===== src/rtl/serial_frame_deserializer.sv =====
`default_nettype none
// ============================================================================
// Module      : serial_frame_deserializer
// Description : Finds 8-bit frame alignment in an MSB-first bitstream from
//               the bit7/bit0 markers and emits aligned words while locked.
// Revision    : 1.0 - initial release
// ============================================================================
module serial_frame_deserializer #(
    parameter int LOCK_CNT = 3,
    parameter int LOSS_CNT = 2
) (
    input  logic       clk,
    input  logic       rst_n,
    input  logic       bit_in,
    input  logic       bit_valid,
    output logic [7:0] word_out,
    output logic       word_valid,
    output logic       frame_err,
    output logic       locked
);

    localparam int c_GW = $clog2(LOCK_CNT + 1);
    localparam int c_MW = $clog2(LOSS_CNT + 1);

    localparam logic [c_GW-1:0] c_LOCK_TGT = c_GW'(LOCK_CNT);
    localparam logic [c_MW-1:0] c_LOSS_TGT = c_MW'(LOSS_CNT);

    localparam logic [1:0] c_ST_HUNT   = 2'd0;
    localparam logic [1:0] c_ST_VERIFY = 2'd1;
    localparam logic [1:0] c_ST_LOCKED = 2'd2;

    logic [1:0]      r_state;
    logic [6:0]      r_sr;
    logic [2:0]      r_fill;
    logic [2:0]      r_phase;
    logic [c_GW-1:0] r_good_cnt;
    logic [c_MW-1:0] r_miss_cnt;
    logic [7:0]      r_word_out;
    logic            r_word_valid;
    logic            r_frame_err;

    logic [7:0]      w_window;
    logic            w_good;
    logic            w_complete;
    logic            w_boundary;
    logic [c_GW-1:0] w_good_inc;
    logic [c_MW-1:0] w_miss_inc;

    // Only the last 7 bits are stored; the window adds the bit arriving now.
    assign w_window   = {r_sr, bit_in};
    assign w_good     = w_window[7] & w_window[0];
    assign w_complete = (r_fill == 3'd7);
    assign w_boundary = (r_phase == 3'd7);
    assign w_good_inc = r_good_cnt + 1'b1;
    assign w_miss_inc = r_miss_cnt + 1'b1;

    always_ff @(posedge clk) begin
        if (!rst_n) begin
            r_state      <= c_ST_HUNT;
            r_sr         <= 7'd0;
            r_fill       <= 3'd0;
            r_phase      <= 3'd0;
            r_good_cnt   <= '0;
            r_miss_cnt   <= '0;
            r_word_out   <= 8'h00;
            r_word_valid <= 1'b0;
            r_frame_err  <= 1'b0;
        end else begin
            r_word_valid <= 1'b0;
            if (bit_valid) begin
                r_sr    <= w_window[6:0];
                r_phase <= r_phase + 3'd1;
                if (!w_complete) begin
                    r_fill <= r_fill + 3'd1;
                end
                case (r_state)
                    c_ST_HUNT: begin
                        // Sliding search: restart the frame phase right after a hit.
                        if (w_complete && w_good) begin
                            r_state    <= c_ST_VERIFY;
                            r_good_cnt <= c_GW'(1);
                            r_phase    <= 3'd0;
                        end
                    end
                    c_ST_VERIFY: begin
                        if (w_boundary) begin
                            if (w_good) begin
                                r_good_cnt <= w_good_inc;
                                if (w_good_inc == c_LOCK_TGT) begin
                                    r_state    <= c_ST_LOCKED;
                                    r_miss_cnt <= '0;
                                end
                            end else begin
                                r_state    <= c_ST_HUNT;
                                r_good_cnt <= '0;
                            end
                        end
                    end
                    c_ST_LOCKED: begin
                        if (w_boundary) begin
                            r_word_out   <= w_window;
                            r_frame_err  <= ~w_good;
                            r_word_valid <= 1'b1;
                            if (w_good) begin
                                r_miss_cnt <= '0;
                            end else if (w_miss_inc == c_LOSS_TGT) begin
                                r_state    <= c_ST_HUNT;
                                r_good_cnt <= '0;
                                r_miss_cnt <= '0;
                            end else begin
                                r_miss_cnt <= w_miss_inc;
                            end
                        end
                    end
                    default: begin
                        r_state <= c_ST_HUNT;
                    end
                endcase
            end
        end
    end

    assign word_out   = r_word_out;
    assign word_valid = r_word_valid;
    assign frame_err  = r_frame_err;
    assign locked     = (r_state == c_ST_LOCKED);

endmodule
`default_nettype wire


===== config.mk =====
export PLATFORM = sky130hd
export DESIGN_NAME = serial_frame_deserializer
export DESIGN_NICKNAME = d
export VERILOG_FILES = /design/src/rtl/serial_frame_deserializer.sv
export SDC_FILE = /design/constraint.sdc
export NUM_CORES = 1
export LEC_CHECK = 0
export BUFFER_PORTS_ARGS = -buffer_cell sky130_fd_sc_hd__buf_2
export CORE_ASPECT_RATIO = 1.25
export CORE_MARGIN = 2
export CORE_UTILIZATION = 50
export CTS_CLUSTER_SIZE = 28
export DETAILED_ROUTE_END_ITERATION = 8
export PLACE_DENSITY = 0.7
export SETUP_SLACK_MARGIN = 0.02
export SYNTH_ARGS = -nofsm -noshare
export SYNTH_HDL_FRONTEND = slang
export SYNTH_SLANG_ARGS = --single-unit

===== constraint.sdc =====
create_clock -name clk -period 2 [get_ports clk]
set_clock_uncertainty 0.1 [all_clocks]
set_input_delay 0 -clock clk [delete_from_list [all_inputs] [get_ports clk]]
set_output_delay 0 -clock clk [all_outputs]
set_load 0.02 [all_outputs]

==> out/qor.json <==
{
  "outcome": "complete, no violations",
  "finish.instance_area_sq_um": 1490,
  "grt_pass1_vias": 887,
  "cp_num_buf_inv": 1,
  "die_width_microns": 50.0,
  "layout-drive-gt1-share": 0.178,
  "fin_ws_ns": 0.153,
  "n_antenna_cell": 0,
  "syn_inst": 138,
  "track_usage": 0.175,
  "layout.cells.most_common": "dfxtp_1",
  "clkTransAtPathRegs_ns": 0.09,
  "setup.worst_path.start": "r_state[1]$_SDFFE_PN0P_",
  "number_of_max_slew_violations_in_the_final_report": 0,
  "sum_of_overflow_across_all_layers_after_global_routing": 0,
  "die-area_sq_um": 3080,
  "synth.distinct_cells": 29,
  "worst-path-max-fanout": 7,
  "dp_cells": 180,
  "routed-via-count": 990,
  "io_pins": 15,
  "worstSetupStartpointType": "flop",
  "post-route-drc-count": 0,
  "detailedRoute.firstIterationViolations": 25,
  "hold_viol_final": 0,
  "crit-reg2reg-launch": "r_state[1]$_SDFFE_PN0P_",
  "antenna_found_initial": 0,
  "worst_slew_margin_rel": 0.755,
  "grt_first_pass_wirelength_mm": 3.91,
  "synth_area_per_cell_sq_um": 9.59,
  "period_needed_ns": 1.85,
  "fmax_achieved_mhz": 541,
  "routed_wirelength_mm": 2.25,
  "pwr_density_cell_nw_per_um2": 661,
  "slowest_stage": "a222oi_1",
  "mappedNetlistArea_sq_um": 1320,
  "port_buffers": 14,
  "rows": 20,
  "hpwl_mm": 1.59,
  "tritoncts_clock_tree": "done",
  "postSynthRegisterBits": 29,
  "cap_violations": 0,
  "drt-vias-per-instance": 5.21,
  "worst-setup-path-type": "flop to flop",
  "min_from": "bit_valid",
  "layout.filler_cells": 233,
  "worstSkewPairLatency_ns": 0.33,
  "gpl_congestion": 0.796,
  "synth_async_sr_flop_share": 0,
  "cts.sinks": 29,
  "synth_nets": 151,
  "grt_start_max_net_pins": 32,
  "grt_setup_unrepaired": "false",
  "layout.cells.most_common_list": "27 x dfxtp_1, 26 x nand2_1, 15 x mux2i_1, 14 x buf_2, 12 x nor2b_1",
  "setup_viol": 0,
  "setup.worst_path.end_class": "flop",
  "fin_nets": 169,
  "clockBufferDepth": 2,
  "critical_path_arrival_ns": 2.00,
  "place_area_sq_um": 1410,
  "fp.dieH_microns": 61.5,
  "placeableCoreArea_sq_um": 2480,
  "clk_root_buffer_cell": "clkbuf_4",
  "numCtsBuffers": 5,
  "firstDrtPassIters": 4,
  "synth-seq-area-share": 0.439,
  "critPathRequiredTime_ns": 2.15,
  "hold_path_class": "input port to flop",
  "synth_edf_count": 0,
  "maximum_single_stage_delay_on_the_critical_path_ns": 0.42,
  "synthFlopType": "dfxtp_1",
  "initial_core_util": 0.534,
  "worst-slew-pin-transition_ns": 0.367,
  "setup_tns_ns": 0,
  "final_cells": 190,
  "cts-htree-levels": 2,
  "worst_hold_slack_ns": 0.0400,
  "final_util": 0.600,
  "detail-route-antenna-nets": 0,
  "ys.warnings.count": 0,
  "timing.critical_path.max_delay_family": "compound AO/OA/AOI/OAI gates",
  "design_power_total_uw": 982,
  "fin_crit_share": 0.923,
  "crit_chain": "inv_1 > ha_1 > a222oi_1 > o2111a_1 > mux2i_1",
  "vdd_drop_max_mv": 0.389,
  "place_worst_setup_slack_ns": 0.139,
  "synthToLayoutAreaGrowth_pct": 12.3,
  "avgRoutedWirePerCell_microns": 11.9,
  "leakage_nw": 0.632
}
-- what timing repair did --
| action | 4_1_cts | 5_1_grt |
|---|---|---|
| hold buffers | 2 | 0 |
| hold endpoints to repair | 5 | 0 |
| setup endpoints to repair | 0 | 1 |
| gates resized for setup | 0 | 3 |
| buffers inserted | 0 | 0 |
-- routing by layer --
metal / vias to the layer above / part of all wire / GRT usage
li1: 504 / - / -
met2: 24 / 0.49 / 0.301
met1: 456 / 0.44 / 0.185
met5: - / 0 / 0
met4: 0 / 0.020 / 0.0952
met3: 6 / 0.051 / 0.0728
-- final cells by class --
cell class                      count  area, sq um  area share
Sequential cell                    29          583       0.392
Inverter                            6         22.5      0.0152
Timing Repair Buffer               17         97.6      0.0657
Clock inverter                      2         10.0     0.00673
Tap cell                           33         41.3      0.0278
Multi-Input combinational cell     97          691       0.465
Clock buffer                        6         41.3      0.0278
-- synth_stat cells (all sizes together) (2+ instances only) --
cell | number | share of area
dfxtp | 29 | 0.44
nand2 | 26 | 0.074
mux2i | 15 | 0.11
nor2b | 12 | 0.057
ha | 9 | 0.085
a21boi | 8 | 0.045
inv | 6 | 0.017
and2 | 4 | 0.019
nand3 | 4 | 0.019
buf | 3 | 0.016
clkbuf | 3 | 0.0085
a22oi | 2 | 0.011
nand2b | 2 | 0.0095
nor2 | 2 | 0.0057
-- worst reg2reg max path: stages, from the launching register on --
cell,delay (ns)
dfxtp_1,0.39
inv_1,0.09
ha_1,0.28
a222oi_1,0.42
o2111a_1,0.30
mux2i_1,0.21
-- path summary, 6_finish.rpt --
kind,to,slack [ns],cells after the start
max,r_state[1]$_SDFFE_PN0P_,0.15,5
min,r_sr[1]$_SDFFE_PN0P_,0.04,3
max reg2reg,r_state[1]$_SDFFE_PN0P_,0.15,5
min reg2reg,r_miss_cnt[1]$_SDFFE_PN0P_,0.35,2
-- flip-flops by register name, indices dropped and copies added, names as in the netlist --
| register | count |
|---|---|
| frame_err | 1 |
| r_fill | 3 |
| r_good_cnt | 2 |
| r_miss_cnt | 2 |
| r_phase | 3 |
| r_sr | 7 |
| r_state | 2 |
| word_out | 8 |
| word_valid | 1 |
-- cells by family (layout without fill, tap and decap cells) --
kind of cell	Yosys count	after routing	share of synthesized area
AO/OA/AOI/OAI	18	18	0.109
adder cells (fa/ha/maj)	9	9	0.0851
buffers and inverters	12	31	0.0416
flip-flops	29	29	0.439
XOR/XNOR	1	1	0.00662
multiplexers	15	15	0.113
AND/OR/NAND/NOR	54	54	0.206
-- power by group --
group / switching [mW] / internal, mW
sequential: 0.00630 / 0.588
clock: 0.201 / 0.134
combinational: 0.0271 / 0.0271
No activity file was read; power rests on OpenSTA's default activity.
